--- src/rtl/f2s_pkg.sv ---
// Shared types, float field widths and component-order helpers for tri_float_to_screen.
package f2s_pkg;

  localparam int unsigned FLT_EXP_BIAS = 127;
  localparam int unsigned FLT_MANT_W   = 23;
  localparam int unsigned FLT_EXP_W    = 8;
  localparam int unsigned N_COMP       = 9;
  localparam int unsigned IDX_W        = 4;

  typedef logic [31:0] float32_t;

  typedef enum logic [1:0] {IDLE, CONV, DRAIN, EMIT} f2s_state_t;

  // Component order is v0.x, v0.y, v0.z, v1.x ... v2.z; comp index 2=x, 1=y, 0=z.
  function automatic logic [1:0] idx_vtx(input logic [IDX_W-1:0] idx);
    case (idx)
      4'd0, 4'd1, 4'd2: idx_vtx = 2'd0;
      4'd3, 4'd4, 4'd5: idx_vtx = 2'd1;
      default:          idx_vtx = 2'd2;
    endcase
  endfunction

  function automatic logic [1:0] idx_cmp(input logic [IDX_W-1:0] idx);
    case (idx)
      4'd0, 4'd3, 4'd6: idx_cmp = 2'd2;
      4'd1, 4'd4, 4'd7: idx_cmp = 2'd1;
      default:          idx_cmp = 2'd0;
    endcase
  endfunction

endpackage

--- src/rtl/tri_float_to_screen_if.sv ---
// Triangle-in / converted-vertices-out bus between tri_proj and the rasterizer.
interface tri_float_to_screen_if #(
  parameter int unsigned OUT_W = 9
) ();

  f2s_pkg::float32_t [2:0][2:0] tri_in;
  logic                         valid_in;
  logic                         ready_out;
  logic                         obj_done_in;
  logic [2:0][OUT_W-1:0]        vert1;
  logic [2:0][OUT_W-1:0]        vert2;
  logic [2:0][OUT_W-1:0]        vert3;
  logic                         valid_tri_out;
  logic                         obj_done_out;

  modport slave (
    input  tri_in, valid_in, obj_done_in,
    output ready_out, vert1, vert2, vert3, valid_tri_out, obj_done_out
  );

  modport master (
    output tri_in, valid_in, obj_done_in,
    input  ready_out, vert1, vert2, vert3, valid_tri_out, obj_done_out
  );

endinterface

--- src/rtl/float_to_uint.sv ---
// Single-stage registered IEEE-754 single -> unsigned OUT_W-bit saturating converter.
// F2S_ROUND_EN selects round-half-up on magnitude; otherwise truncation toward zero.
module float_to_uint
  import f2s_pkg::*;
#(
  parameter int unsigned OUT_W = 9
) (
  input  logic             clk_i,
  input  logic             rst_ni,
  input  float32_t         flt_i,
  output logic [OUT_W-1:0] res_o
);

  localparam int unsigned MANT_W = FLT_MANT_W + 1;
  localparam logic [OUT_W-1:0] RES_MAX = '1;

  logic                  sign_c;
  logic [FLT_EXP_W-1:0]  exp_c;
  logic [FLT_EXP_W-1:0]  exp_unb_c;
  logic [FLT_MANT_W-1:0] frac_c;
  logic [MANT_W-1:0]     mant_c;
  logic [4:0]            sh_c;
  logic [MANT_W:0]       mag_c;
  logic                  rbit_c;
  logic [OUT_W-1:0]      res_d;
  logic [OUT_W-1:0]      res_q;
`ifdef F2S_ROUND_EN
  logic [MANT_W-1:0]     rnd_c;
`endif

  always_comb begin
    sign_c    = flt_i[31];
    exp_c     = flt_i[30:FLT_MANT_W];
    frac_c    = flt_i[FLT_MANT_W-1:0];
    mant_c    = {1'b1, frac_c};
    exp_unb_c = exp_c - FLT_EXP_W'(FLT_EXP_BIAS);
    sh_c      = 5'(FLT_EXP_W'(FLT_MANT_W) - exp_unb_c);
    mag_c     = (MANT_W+1)'(mant_c >> sh_c);
`ifdef F2S_ROUND_EN
    // Bit just below the binary point; sh_c==0 wraps the shift and yields 0.
    rnd_c     = mant_c >> 5'(sh_c - 5'd1);
    rbit_c    = rnd_c[0];
`else
    rbit_c    = 1'b0;
`endif
    res_d     = '0;
    if (exp_c == '1) begin
      res_d = (frac_c == '0 && !sign_c) ? RES_MAX : '0;
    end else if (sign_c) begin
      res_d = '0;
    end else if (exp_c < FLT_EXP_W'(FLT_EXP_BIAS)) begin
`ifdef F2S_ROUND_EN
      res_d = (exp_c == FLT_EXP_W'(FLT_EXP_BIAS - 1)) ? OUT_W'(1) : '0;
`else
      res_d = '0;
`endif
    end else if (exp_unb_c >= FLT_EXP_W'(OUT_W)) begin
      res_d = RES_MAX;
    end else begin
      mag_c = mag_c + (MANT_W+1)'(rbit_c);
      res_d = (mag_c > (MANT_W+1)'(RES_MAX)) ? RES_MAX : OUT_W'(mag_c);
    end
  end

  always_ff @(posedge clk_i or negedge rst_ni) begin
    if (!rst_ni) res_q <= '0;
    else         res_q <= res_d;
  end

  assign res_o = res_q;

endmodule

--- src/rtl/tri_float_to_screen.sv ---
// Converts one projected float triangle into OUT_W-bit screen vertices over 12 cycles,
// keeping obj_done ordered behind in-flight triangles. Rounding via F2S_ROUND_EN.
module tri_float_to_screen
  import f2s_pkg::*;
#(
  parameter int unsigned OUT_W = 9
) (
  input  logic                  clk_in,
  input  logic                  rst_in,
  tri_float_to_screen_if.slave  bus
);

  f2s_state_t                state_q, state_d;
  logic [IDX_W-1:0]          idx_q, idx_d;
  logic [IDX_W-1:0]          res_idx_q, res_idx_d;
  logic                      res_vld_q, res_vld_d;
  float32_t [2:0][2:0]       tri_q, tri_d;
  logic [2:0][2:0][OUT_W-1:0] stage_q, stage_d;
  logic [2:0][2:0][OUT_W-1:0] vert_q, vert_d;
  logic                      ready_q, ready_d;
  logic                      valid_q, valid_d;
  logic                      done_q, done_d;
  logic                      pend_q, pend_d;
  float32_t                  conv_flt;
  logic [OUT_W-1:0]          conv_res;
  logic                      accept;

  float_to_uint #(.OUT_W(OUT_W)) u_conv (
    .clk_i  (clk_in),
    .rst_ni (rst_in),
    .flt_i  (conv_flt),
    .res_o  (conv_res)
  );

  assign accept = bus.valid_in && ready_q;

  // Next-state, staging and output decode.
  always_comb begin
    state_d   = state_q;
    idx_d     = idx_q;
    res_idx_d = idx_q;
    res_vld_d = 1'b0;
    tri_d     = tri_q;
    stage_d   = stage_q;
    vert_d    = vert_q;
    done_d    = 1'b0;
    pend_d    = pend_q;
    conv_flt  = tri_q[idx_vtx(idx_q)][idx_cmp(idx_q)];

    // Converter result lags its input by one cycle.
    if (res_vld_q) stage_d[idx_vtx(res_idx_q)][idx_cmp(res_idx_q)] = conv_res;

    case (state_q)
      IDLE: begin
        if (accept) begin
          tri_d   = bus.tri_in;
          idx_d   = '0;
          pend_d  = bus.obj_done_in;
          state_d = CONV;
        end else begin
          done_d  = bus.obj_done_in;
        end
      end
      CONV: begin
        res_vld_d = 1'b1;
        pend_d    = pend_q || bus.obj_done_in;
        if (idx_q == IDX_W'(N_COMP - 1)) state_d = DRAIN;
        else                             idx_d   = IDX_W'(idx_q + 4'd1);
      end
      DRAIN: begin
        vert_d  = stage_d;
        pend_d  = pend_q || bus.obj_done_in;
        state_d = EMIT;
      end
      EMIT: begin
        done_d  = pend_q || bus.obj_done_in;
        pend_d  = 1'b0;
        state_d = IDLE;
      end
      default: state_d = IDLE;
    endcase

    ready_d = (state_d == IDLE);
    valid_d = (state_d == EMIT);
  end

  always_ff @(posedge clk_in or negedge rst_in) begin
    if (!rst_in) begin
      state_q   <= IDLE;
      idx_q     <= '0;
      res_idx_q <= '0;
      res_vld_q <= 1'b0;
      tri_q     <= '0;
      stage_q   <= '0;
      vert_q    <= '0;
      ready_q   <= 1'b1;
      valid_q   <= 1'b0;
      done_q    <= 1'b0;
      pend_q    <= 1'b0;
    end else begin
      state_q   <= state_d;
      idx_q     <= idx_d;
      res_idx_q <= res_idx_d;
      res_vld_q <= res_vld_d;
      tri_q     <= tri_d;
      stage_q   <= stage_d;
      vert_q    <= vert_d;
      ready_q   <= ready_d;
      valid_q   <= valid_d;
      done_q    <= done_d;
      pend_q    <= pend_d;
    end
  end

  assign bus.ready_out     = ready_q;
  assign bus.valid_tri_out = valid_q;
  assign bus.obj_done_out  = done_q;
  assign bus.vert1         = vert_q[0];
  assign bus.vert2         = vert_q[1];
  assign bus.vert3         = vert_q[2];

endmodule

--- src/flat_wrapper.sv ---
// flat-port wrapper written by rule: the top's interface ports become plain ports
module tri_float_to_screen_flat import f2s_pkg::*;
#(
  parameter int unsigned OUT_W = 9
)
  (clk_in, rst_in, bus_tri_in, bus_valid_in, bus_obj_done_in, bus_ready_out, bus_vert1, bus_vert2, bus_vert3, bus_valid_tri_out, bus_obj_done_out);
  tri_float_to_screen_if #(.OUT_W(OUT_W)) bus_i ();
  input  logic clk_in;
  input  logic rst_in;
  input wire logic [$bits(bus_i.tri_in)-1:0] bus_tri_in;
  input wire logic [$bits(bus_i.valid_in)-1:0] bus_valid_in;
  input wire logic [$bits(bus_i.obj_done_in)-1:0] bus_obj_done_in;
  output wire logic [$bits(bus_i.ready_out)-1:0] bus_ready_out;
  output wire logic [$bits(bus_i.vert1)-1:0] bus_vert1;
  output wire logic [$bits(bus_i.vert2)-1:0] bus_vert2;
  output wire logic [$bits(bus_i.vert3)-1:0] bus_vert3;
  output wire logic [$bits(bus_i.valid_tri_out)-1:0] bus_valid_tri_out;
  output wire logic [$bits(bus_i.obj_done_out)-1:0] bus_obj_done_out;
  assign bus_i.tri_in = bus_tri_in;
  assign bus_i.valid_in = bus_valid_in;
  assign bus_i.obj_done_in = bus_obj_done_in;
  assign bus_ready_out = bus_i.ready_out;
  assign bus_vert1 = bus_i.vert1;
  assign bus_vert2 = bus_i.vert2;
  assign bus_vert3 = bus_i.vert3;
  assign bus_valid_tri_out = bus_i.valid_tri_out;
  assign bus_obj_done_out = bus_i.obj_done_out;
  tri_float_to_screen #(.OUT_W(OUT_W)) u_core (.clk_in(clk_in), .rst_in(rst_in), .bus(bus_i));
endmodule
--- config.mk ---
export PLATFORM = sky130hd
export DESIGN_NAME = tri_float_to_screen_flat
export DESIGN_NICKNAME = d
export VERILOG_FILES = /design/src/rtl/f2s_pkg.sv /design/src/rtl/tri_float_to_screen_if.sv /design/src/rtl/float_to_uint.sv /design/src/rtl/tri_float_to_screen.sv /design/src/flat_wrapper.sv
export SDC_FILE = /design/constraint.sdc
export NUM_CORES = 1
export LEC_CHECK = 0
export ABC_CLOCK_PERIOD_IN_PS = 6400
export CORE_MARGIN = 1.5
export CORE_UTILIZATION = 55
export DETAILED_ROUTE_END_ITERATION = 8
export DONT_BUFFER_PORTS = 1
export HOLD_SLACK_MARGIN = 0.05
export PLACE_DENSITY_LB_ADDON = 0.25
export SETUP_SLACK_MARGIN = 0.3
export SYNTH_ARGS = -nofsm -noshare
export SYNTH_HDL_FRONTEND = slang
export SYNTH_SLANG_ARGS = --single-unit
--- constraint.sdc ---
create_clock -name clk_in -period 6.4 [get_ports clk_in]
set_clock_uncertainty 0.2 [all_clocks]
set_input_delay 0.32 -clock clk_in [delete_from_list [all_inputs] [get_ports clk_in]]
set_output_delay 0.32 -clock clk_in [all_outputs]
set_load 0.005 [all_outputs]
# [Word level (Yosys, flattened, before mapping)]
# Index checks and enable logic that the tools add are counted.
[totals] regBits=474 inputBits=292 elab_cells=127
[classes] addsub=3 magnitude_cmp=9 eq_ne=22 n_shift=1 muxes=33 reduce_logical=23
[op_table] operator="binary-select mux 96 bit (select 2 bit)" n=1
[op_table] operator="two-way mux 96 bit" n=1
[op_table] operator="bitwise mux 81 bit" n=1
[op_table] operator="two-way mux 81 bit" n=1
[op_table] operator="binary-select mux 32 bit (select 2 bit)" n=1
[op_table] operator="two-way mux 9 bit" n=7
[op_table] operator="demux 27 bit (select 2 bit)" n=1
[op_table] operator="== test 4 x 3 -> 1 bit, second input constant" n=8
[op_table] operator="two-way mux 32 bit" n=1
[op_table] operator="two-way mux 27 bit" n=1
[op_table] operator="greater-than comparator 25 x 9 -> 1 bit, second input constant" n=1
[op_table] operator="right shift 24 x 5 -> 25 bit" n=1
[op_table] operator="OR reduction 3 bit" n=8
[op_table] operator="zero test 23 bit" n=1
[op_table] operator="demux 9 bit (select 2 bit)" n=1
[op_table] operator="== test 4 x 2 -> 1 bit, second input constant" n=4
[op_table] operator="case mux 2 bit (2 select lines)" n=4
[op_table] operator="less-than comparator 2 x 3 -> 1 bit, second input constant" n=4
[op_table] operator="== test 4 x 1 -> 1 bit, second input constant" n=2
[op_table] operator="== test 8 bit, second input constant" n=1
[op_table] operator="greater-or-equal comparator 8 x 4 -> 1 bit, second input constant" n=1
[op_table] operator="zero test 4 bit" n=2
[op_table] operator="less-than comparator 8 x 7 -> 1 bit, second input constant" n=1
[op_table] operator="two-way mux 2 bit" n=4
[op_table] operator="23 further kinds" n=33

# [Longest topological paths before layout]
# Gate-level depths: netlist of run 1.
[logic_depth] word_depth=16 mapped_depth=20

# [Cells and area by module]
# Synthesis of run 1 repeated with hierarchy kept, for this count alone.
[hier_totals] cells_unflattened=1698 hier_area_um2=21829.7
[modules_own_cells] module="tri_float_to_screen" instances=1 cells_each=1537 area_per_inst_um2=20284.5 seq_area_each_um2=11637.4
[modules_own_cells] module="float_to_uint" instances=1 cells_each=161 area_per_inst_um2=1545.2 seq_area_each_um2=225.2

# [Least setup slack after synthesis of run 1]
# No wires, ideal clock.
[synth_path] path_kind="reg-to-reg" from="reg u_core.idx_q[0]" to="reg u_core.u_conv.res_q[4] (netlist: u_core.u_conv.res_o[4])" setup_ns=0.119 arrival_time_ns=3.974 required_ns=6.081 path_slack_ns=2.107 stages_incl_launch_ff=19 n_path_buf=6 period_less_slack_ns=4.293 path_cell_list="dfrtp_1 > ha_1 > buf_2 > nor2_1 > mux2i_1 > or2_0 > clkbuf_1 > o32a_1 > buf_6 > inv_2 > buf_2 > ha_1 > clkbuf_1 > clkbuf_1 > mux2i_1 > nand2_1 > o221ai_1 > o2bb2ai_1 > o21a_1"
[synth_via] elab_chain_cells=16
[synth_rtl] element="start: declaration" line="tri_float_to_screen.sv:14" rtl="logic [IDX_W-1:0] idx_q, idx_d;"
[synth_rtl] element="start signal: assignment" line="tri_float_to_screen.sv:102" rtl="idx_q <= idx_d;"
[synth_rtl] element="== test 4 x 2 -> 1 bit, or another cell as far along" line="f2s_pkg.sv:16, f2s_pkg.sv:24"
[synth_rtl] element="OR reduction 3 bit" line="f2s_pkg.sv:16" rtl="case (idx)"
[synth_rtl] element="case mux 2 bit (2 select lines)" line="f2s_pkg.sv:16"
[synth_rtl] element="binary-select mux 96 bit (select 2 bit)" line="tri_float_to_screen.sv:48" rtl="conv_flt = tri_q[idx_vtx(idx_q)][idx_cmp(idx_q)];"
[synth_rtl] element="two-way mux 96 bit (not written as such)" line="tri_float_to_screen.sv:48"
[synth_rtl] element="binary-select mux 32 bit (select 2 bit) *" line="tri_float_to_screen.sv:48"
[synth_rtl] element="two-way mux 32 bit (not written as such) *" line="tri_float_to_screen.sv:48"
[synth_rtl] element="subtractor 8 x 7 -> 8 bit" line="float_to_uint.sv:36" rtl="exp_unb_c = exp_c - FLT_EXP_W'(FLT_EXP_BIAS);"
[synth_rtl] element="subtractor 5 bit" line="float_to_uint.sv:37" rtl="sh_c = 5'(FLT_EXP_W'(FLT_MANT_W) - exp_unb_c);"
[synth_rtl] element="right shift 24 x 5 -> 25 bit" line="float_to_uint.sv:38" rtl="mag_c = (MANT_W+1)'(mant_c >> sh_c);"
[synth_rtl] element="greater-than comparator 25 x 9 -> 1 bit" line="float_to_uint.sv:61" rtl="res_d = (mag_c > (MANT_W+1)'(RES_MAX)) ? RES_MAX : OUT_W'(mag_c);"
[synth_rtl] element="two-way mux 9 bit" line="float_to_uint.sv:61"
[synth_rtl] element="two-way mux 9 bit" line="float_to_uint.sv:57" rtl="end else if (exp_unb_c >= FLT_EXP_W'(OUT_W)) begin"
[synth_rtl] element="two-way mux 9 bit" line="float_to_uint.sv:51" rtl="end else if (exp_c < FLT_EXP_W'(FLT_EXP_BIAS)) begin"
[synth_rtl] element="two-way mux 9 bit" line="float_to_uint.sv:49" rtl="end else if (sign_c) begin"
[synth_rtl] element="two-way mux 9 bit *" line="float_to_uint.sv:47" rtl="if (exp_c == '1) begin"
[synth_rtl] element="via u_core.u_conv.res_d[4]" line="float_to_uint.sv:25" rtl="logic [OUT_W-1:0] res_d;"
[synth_rtl] element="end signal: assignment" line="float_to_uint.sv:67" rtl="else res_q <= res_d;"
[synth_rtl] element="end: declaration" line="float_to_uint.sv:26" rtl="logic [OUT_W-1:0] res_q;"
# Mark *: on every way through the listed nets, which the timed path passes. The rest lies on a longest branch. The select of a mux whose other input is x is not followed.
# A chain may end at the register's enable or synchronous reset.

# [Worst setup path after layout of run 1]
[layout_path] from="reg u_core.idx_q[1]" to="reg u_core.u_conv.res_q[2] (netlist: u_core.u_conv.res_o[2])"
# Same word-level chain as after synthesis.

==> results of run 1 <==
[logic make-up (layout without fill, tap and decap cells)]
| family | Yosys count | after routing | synth area share |
|---|---|---|---|
| fa+ha+maj | 9 | 9 | 0.00521 |
| mux | 496 | 496 | 0.261 |
| xor+xnor | 7 | 7 | 0.00284 |
| flops | 474 | 474 | 0.549 |
| buf+inv | 138 | 422 | 0.0274 |
| other cells | 0 | 5 | 0 |
| simple gates | 256 | 256 | 0.0607 |
| compound gates | 266 | 266 | 0.0940 |
[power by group through the flow]
stage,Clock [mW],Sequential [mW],Combinational (mW)
finish,2.78,5.38,8.09
global route,2.93,5.49,8.71
CTS,2.80,5.32,7.94
detailed placement,0,5.36,7.74
global placement,0,5.31,7.64
floorplan,0,4.85,5.94
[Yosys cell counts (4+ instances only)]
cell type	instances	area share
nand3b_1	4	0.0014
a21oi_1	31	0.0072
nand3_1	41	0.0095
a211oi_1	7	0.0024
nor2_1	53	0.0092
mux2_2	457	0.24
xor2_1	4	0.0016
mux2i_1	31	0.014
clkbuf_1	72	0.013
a311oi_1	8	0.0032
nor2b_1	4	0.0012
and3_1	19	0.0055
o2111ai_1	8	0.0032
dfrtp_1	473	0.55
nor3b_1	11	0.0038
and2_1	5	0.0014
nand4_1	6	0.0017
or3_1	12	0.0035
a31oi_1	7	0.0020
a21boi_1	4	0.0014
o21a_1	6	0.0021
o211ai_1	12	0.0042
a2111oi_0	13	0.0053
nand2_1	59	0.010
mux4_2	7	0.0073
a222oi_1	21	0.0097
a221o_1	8	0.0037
buf_4	5	0.0017
o22ai_1	14	0.0041
ha_1	9	0.0052
a221oi_1	12	0.0049
inv_1	21	0.0036
buf_1	8	0.0014
a21o_1	7	0.0024
buf_2	26	0.0060
a21boi_0	7	0.0024
o211a_1	5	0.0023
nand2b_1	6	0.0017
o21ai_0	45	0.010
a32oi_1	4	0.0016
nor3_1	18	0.0042
[area by class of cell]
| type | instances | area, sq um |
|---|---|---|
| Antenna cell | 5 | 12.5 |
| Clock buffer | 67 | 1340 |
| Clock inverter | 14 | 183 |
| Fill cell | 2631 | 12300 |
| Inverter | 24 | 90.1 |
| Multi-Input combinational cell | 1034 | 9210 |
| Sequential cell | 474 | 11900 |
| Tap cell | 518 | 648 |
| Timing Repair Buffer | 317 | 3130 |
[through the flow]
stage               power (mW)  hold slack (ps)  setup slack [ps]
finish                    16.3             -762               886
global route              17.1             -788               420
CTS                       16.0             -786               965
detailed placement        13.1             -162               984
global placement          13.0             -161              1100
floorplan                 10.8             -176              2110
[final timing paths]
check / to / slack [ps] / from
max: u_core.u_conv.res_o[2]$_DFF_PN0_ / 890 / u_core.idx_q[1]$_DFFE_PN0P_
min: u_core.bus.obj_done_out$_DFF_PN0_ / -760 / rst_in
max reg2reg: u_core.u_conv.res_o[2]$_DFF_PN0_ / 890 / u_core.idx_q[1]$_DFFE_PN0P_
min reg2reg: u_core.res_idx_q[1]$_DFF_PN0_ / 280 / u_core.idx_q[1]$_DFFE_PN0P_
max in group asynchronous: u_core.tri_q[122]$_DFFE_PN0P_ / 5160 / rst_in
min in group clk_in: u_core.tri_q[277]$_DFFE_PN0P_ / 220 / bus_tri_in[277]
[registers in the layout, summed over array words and instances (netlist names)]
| signal | count |
|---|---|
| u_core.bus.vert1 | 27 |
| u_core.bus.vert2 | 27 |
| u_core.bus.ready_out | 1 |
| u_core.tri_q | 288 |
| u_core.bus.valid_tri_out | 1 |
| u_core.stage_q | 81 |
| u_core.u_conv.res_o | 9 |
| u_core.bus.obj_done_out | 1 |
| u_core.res_vld_q | 1 |
| u_core.state_q | 2 |
| u_core.pend_q | 1 |
| u_core.bus.vert3 | 27 |
| u_core.res_idx_q | 4 |
| u_core.idx_q | 4 |
[cells in the final DEF, fill, tap and decap left out, types with 24 or more instances in the layout]
cell / n
a21oi_1: 31
nand2_1: 59
mux2i_1: 31
dfrtp_1: 472
o21ai_0: 45
dlygate4sd3_1: 291
nor2_1: 53
mux2_2: 457
clkbuf_16: 48
nand3_1: 40
buf_4: 24
[critical path, stage by stage, from the launching register on]
cell	delay [ps]
dfrtp_1	430
inv_1	110
ha_1	870
o21bai_1	520
o211ai_1	240
a31oi_1	110
o32a_1	310
buf_4	230
inv_2	290
ha_1	310
o2111ai_1	190
a21oi_4	270
xor2_1	540
nand3_1	130
and3_1	220
a221oi_1	310
o21a_1	160
[metal layers]
| layer | share of wire | global-route usage | up-vias |
|---|---|---|---|
| li1 | - | - | 6617 |
| met1 | 0.40 | 0.400 | 7848 |
| met3 | 0.077 | 0.0701 | 129 |
| met2 | 0.50 | 0.537 | 743 |
| met4 | 0.028 | 0.108 | 2 |
| met5 | 0.00016 | 0 | - |
==> summary.md, run 1 <==
| Metric | Value |
|---|---|
| Design area | 26500 sq um |
| DP Cell Count | 2076 |
| Hold_buf cts | 291 |
| Ys Warns | 0 |
| Max-slew headroom | -0.343 |
| Post_cts resized | 0 |
| Sw Ratio | 0.417 |
| CTS max path bufs | 3 |
| IO Count | 376 |
| Layout area overhead | 22.5% |
| Logic pwr share | 0.498 |
| Power Density | 614 nW/um^2 |
| PortBufs | 0 |
| Routed length per instance | 26.0 um |
| Max Slew Vio Count | 210 |
| Pint | 9.48 mW |
| Hold Fails Final Rpt | 474 |
| First-pass GRT wire length | 98300 um |
| H-tree levels | 2 |
| Mean Syn Cell Area | 13.1 sq um |
| CTS tree | built |
| Leak | 11.6 nW |
| Max-cap violation count | 0 |
| Post-route antenna net violation count | 0 |
| Fin util | 0.684 |
| Post-CTS Setup Bufs | 0 |
| Hold slack | -762 ps |
| FMAX | 0.181 GHz |
| Post-synth EDFFs | 0 |
| Die area | 40500 sq um |
| Drt first pass iters | 6 |
| Final setup violation count | 0 |
| Clock latency on the worst-skew pair | 590 ps |
| Core area | 38700 sq um |
| Post-Syn Area | 21600 sq um |
| DR iter-0 viols | 1258 |
| Worst-margin pin slew | 2010 ps |
| Drt total wl | 63900 um |
| Drc violations | 0 |
| Number of synthesized register bits | 474 |
| Vias in the first global route | 16346 |
| Mapped Cells | 1646 |
| Clock Tree Root | clkbuf_16 |
| RSZ-0062 raised after global routing | false |
| Core Rows | 72 |
| Critical Path Fanout Max | 26 |
| Worst setup EP type | flip-flop |
| Crit path DAT | 5840 ps |
| Worst min path class | primary input to async pin |
| Clock-pin slew on the worst setup and hold paths | 60 ps |
| Sequential share of the synthesized area | 0.549 |
| Final period utilization | 0.862 |
| Ys flop type | dfrtp_1 |
| Vias | 15339 |
| Die span in x | 201 um |
| CP Data Required Time | 6720 ps |
| Reg2reg path depth | 16 |
| Initial antenna violation count | 6 |
| Initial Utilization | 0.558 |
| Syn nets | 1947 |
| Setup_tns | 0 ps |
| RePlAce Congestion | 0.893 |
| Vias per cell | 6.25 |
| Gr ovfl total | 0 |
| Crit path time final | 5510 ps |
| Inserted Clock Buffers | 48 |
| Post-DP HPWL | 40900 um |
| Psw | 6.78 mW |
| Async S/R FF share, synth | 1.00 |
| Sequential fraction of design power | 0.331 |
| Startpoint types | flip-flop |
| Nets@finish | 2200 |
| Placed cell area | 22000 sq um |
| Final cell count without fillers | 2453 |
| Clock sink count | 474 |
| Failing checks | hold timing, slew limit |
| Outcome | complete, but fails checks |
| Die Height | 201 um |
| Share of cells above drive strength 1 | 0.307 |
| Synth cell types | 88 |
| Worst vdd ir | 0.476 mV |
| Clk pwr share | 0.171 |
| Pin count of the biggest net entering global routing | 475 |
| Critical path class | flip-flop to flip-flop |
| Total Routing Usage GR | 0.316 |
No activity file was read; power rests on OpenSTA's default activity.
==> run 2: changes to the inputs <==
--- a/config.mk
+++ b/config.mk
@@ -15,4 +15,5 @@
 export SETUP_SLACK_MARGIN = 0.3
 export SYNTH_ARGS = -nofsm -noshare
 export SYNTH_HDL_FRONTEND = slang
+export SYNTH_HIERARCHICAL = 1
 export SYNTH_SLANG_ARGS = --single-unit
==> run 2 against run 1 <==
  * The flow finishes with violations (hold timing)
  * Synthesized area increased by 1.0%
  * Sequential power fell by 0.9%
  * Critical path type unchanged
  * Combinational power is 4.8% lower
  * Largest power group unchanged
  * Hold slack lost 5.2 ps
  * Largest cell class unchanged
  * Count of clock-buffer cells in the layout did not move
  * Via count up 1.7%
  * First-iteration DRC count up 11%
  * Sequential share of layout area is 0.62 points lower
  * Flip-flop and latch count unchanged
==> summary.md, run 2 <==
| Metric | Value |
|---|---|
| Outcome | complete, but fails checks |
| Failing checks | hold timing |
| Sw Ratio | 0.402 (-0.0150) |
| FMAX | 0.183 GHz (+0.70%) |
| Die span in x | 202 um (+0.50%) |
| Gr ovfl total | 0 (unchanged) |
| Clock sink count | 474 (unchanged) |
| Worst path max stage delay | 690 ps (-180 ps) |
| DR iter-0 viols | 1391 (+11%) |
| Syn nets | 2002 (+2.8%) |
| Post_cts resized | 0 (unchanged) |
| Pin count of the biggest net entering global routing | 475 (unchanged) |
| Vias in the first global route | 16393 (+0.29%) |
| Psw | 6.50 mW (-4.1%) |
| Vias | 15607 (+1.7%) |
| Leak | 11.6 nW (-0.51%) |
| Commonest non-fill, non-tap cell in the layout | dfrtp_1 |
| Mux contribution to synthesized area | 0.260 (-0.000870) |
| Post-Syn Area | 21800 sq um (+1.0%) |
| Initial antenna violation count | 21 (+15) |
| Worst vdd ir | 0.427 mV (-10%) |
| Die Height | 202 um (+0.50%) |
| Max Slew Vio Count | 0 (-100%) |
| Setup ws final | 924 ps (+38.3 ps) |
| Largest reg by FF count | u_core/tri_q |
| Most frequent cell after synthesis | dfrtp_1 |
| Core area | 38900 sq um (+0.46%) |
| Top cell type's share of synthesized area | 0.542 (-0.00556) |
| Fill cell count | 2627 (-0.15%) |
| Nets@finish | 2240 (+1.8%) |
| Hold_buf cts | 290 (-0.34%) |
| Max-cap violation count | 0 (unchanged) |
| First-pass GRT wire length | 99000 um (+0.73%) |
| Drt first pass iters | 5 (-1) |
| Total Routing Usage GR | 0.316 (about the same) |
| Placed cell area | 22100 sq um (+0.30%) |
| Critical Path Fanout Max | 30 (+15%) |
| RSZ-0062 raised after global routing | false |
| Power Total | 16.2 mW (-0.50%) |
| Initial Utilization | 0.561 (+0.00311) |
| Worst min path class | primary input to async pin |
| Logic pwr share | 0.476 (-0.022) |
| Sequential fraction of design power | 0.330 (about the same) |
| Setup_tns | 0 ps (unchanged) |
| Layout area overhead | 23.0% |
| Mapped Cells | 1698 (+3.2%) |
| Startpoint types | flip-flop |
| Post-Synth Simple-Gate Area | 0.0777 (+0.0170) |
| IO Count | 376 (unchanged) |
| XOR/XNOR share of the synthesized area | 0.00447 (+0.00163) |
| Async S/R FF share, synth | 1.00 (unchanged) |
| Largest family of logic cells by synthesized area | multiplexers |
| Crit-path cells | ha_1 -> o21bai_1 -> a21oi_4 -> buf_4 -> nand3_1 -> o211ai_1 -> nand3_1 -> ha_1 -> xnor2_4 -> mux4_2 -> nand2_1 -> a21oi_1 -> a311oi_1 -> nor2_1 |
| Mean Syn Cell Area | 12.9 sq um (-2.1%) |
| Drt total wl | 64100 um (+0.32%) |
| Most instantiated cells after synthesis | 473 x dfrtp_1, 410 x mux2_2, 238 x nand3_1 |
| Routed length per instance | 25.5 um (-2.1%) |
| Area leader, netlist | dfrtp_1 |
| Commonest non-fill, non-tap cells in the layout | 473 x dfrtp_1, 410 x mux2_2, 290 x dlygate4sd3_1 |
| Adder-Cell Fraction of Synth Area | 0.00688 (+0.00167) |
| CTS max path bufs | 3 (unchanged) |
| Worst path slowest cell | a21oi_4 |
| Clk pwr share | 0.194 (+0.023) |
| Final setup violation count | 0 (unchanged) |
| Core Rows | 72 (unchanged) |
| Setup Slack @ Placement | 953 ps (-30.9 ps) |
| Critical path class | flip-flop to flip-flop |
| Crit path time final | 5480 ps (-38.3 ps) |
| Post-synth EDFFs | 0 (unchanged) |
| Design area | 26800 sq um (+1.4%) |
| Ys Warns | 6 (+6) |
| Number of synthesized register bits | 474 (unchanged) |
| Worst-margin pin slew | 1240 ps (-770 ps) |
| Final period utilization | 0.856 (-0.00599) |
| Top Registers | u_core/tri_q: 288 flops, u_core/stage_q: 81 flops |
| Number of flip-flops in the largest register | 288 (unchanged) |
| Synth cell types | 70 (-20%) |
| CTS tree | built |
| Share of cells above drive strength 1 | 0.305 (-0.00193) |
| Top cells by area, synth | dfrtp_1 54%, mux2_2 21%, nand3_1 5.5% |
| Clock Tree Root | clkbuf_16 |
| Worst setup EP type | flip-flop |
| Post-route antenna net violation count | 0 (unchanged) |
| Hold Fails Final Rpt | 474 (unchanged) |
| Inserted Clock Buffers | 50 (+4.2%) |
| CP Data Required Time | 6650 ps (-70 ps) |
| Sequential share of the synthesized area | 0.543 (-0.00557) |
| Max-slew headroom | 0.171 (+0.513) |
| Clock-pin slew on the worst setup and hold paths | 60 ps (about the same) |
| Post-CTS Setup Bufs | 0 (unchanged) |
| Ys flop type | dfrtp_1 |
| Vias per cell | 6.21 (-0.72%) |
| Drc violations | 0 (unchanged) |
| H-tree levels | 2 (unchanged) |
| Synth Area in Compound Gates | 0.0774 (-0.0167) |
| Post-DP HPWL | 41900 um (+2.7%) |
| Clock latency on the worst-skew pair | 590 ps (about the same) |
| Power Density | 602 nW/um^2 (-1.9%) |
| PortBufs | 0 (unchanged) |
| Crit path DAT | 5720 ps (-120 ps) |
| Die area | 40900 sq um (+1.0%) |
| Hold slack | -767 ps (-5.23 ps) |
| Pint | 9.67 mW (+2.1%) |
| RePlAce Congestion | 0.971 (+8.7%) |
==> run 2: changes by cell type in the layout (fill, tap and decap cells not counted), moves of 21 or more <==
cell	before	now
a222oi_1	21	0
o211ai_1	12	101
mux2_4	0	36
nand3_1	40	237
o21ai_0	45	105
nor2_1	53	29
nand2_1	59	31
mux2_2	457	410
==> run 2: per-layer routing <==
metal | share of wire | routed length, um | vias to the layer above | global-route usage
met2 | 0.48 | 30700 | 763 | 0.508
li1 | - | - | 6767 | -
met5 | 0.00036 | 23 | - | 0
met3 | 0.074 | 4760 | 213 | 0.0701
met1 | 0.38 | 24300 | 7860 | 0.384
met4 | 0.068 | 4330 | 4 | 0.210
==> run 2: area by class of cell <==
type,instances,area [sq um],share of cell area
clock buffer,67,1460,0.0542
antenna,21,52.6,0.00196
sequential,474,11900,0.442
tap,518,648,0.0241
clock inverter,24,342,0.0127
multi-input combinational,1089,9370,0.349
timing repair buffer,313,3090,0.115
inverter,8,30.0,0.00112
==> run 2: power groups by stage <==
| stage | Combinational, mW | Sequential, mW | Clock (mW) |
|---|---|---|---|
| floorplan | 5.93 | 4.84 | 0 |
| global placement | 7.20 | 5.28 | 0 |
| detailed placement | 7.32 | 5.32 | 0 |
| CTS | 7.51 | 5.28 | 3.17 |
| global route | 8.24 | 5.45 | 3.32 |
| finish | 7.70 | 5.33 | 3.14 |
==> run 2: path summary, 6_finish.rpt <==
kind                       cells after the start                                to                         start  slack [ps]
setup / recovery                              14  u_core/u_conv/res_o[2]$_DFF_PN0_   u_core/idx_q[0]$_DFFE_PN0P_         920
hold / removal                                 0  u_core/bus.vert1[14]$_DFFE_PN0P_                        rst_in        -770
setup reg to reg                              14  u_core/u_conv/res_o[2]$_DFF_PN0_   u_core/idx_q[0]$_DFFE_PN0P_         920
hold reg to reg                                1      u_core/stage_q[56]$_DFF_PN0_  u_core/stage_q[56]$_DFF_PN0_         290
max in group asynchronous                      0     u_core/tri_q[180]$_DFFE_PN0P_                        rst_in        5760
min in group clk_in                            2     u_core/tri_q[172]$_DFFE_PN0P_               bus_tri_in[172]         210
==> run 2: cell families after synthesis <==
logic type | count (synthesis)
and+or+nand+nor | 335
adders and majority gates | 12
muxes | 482
AOI/OAI and AO/OA | 254
buffers and inverters | 135
DFF | 474
xor gates and xnor gates | 6
==> run 2: worst max-delay path, delay by kind of cell (launching register included) <==
family                     cells  cell delay, ps
buffers and inverters          1             440
adders and majority gates      2             950
AOI/OAI and AO/OA              5            1370
xor gates and xnor gates       1             630
and+or+nand+nor                4             650
DFF                            1             480
muxes                          1             600
==> run 2: stage by stage <==
step                       util  instances
after floorplan               -       1698
after global placement    0.568       2112
after detailed placement  0.568       2112
after CTS                 0.689       2493
after global routing      0.690       2512
final                     0.690       2514
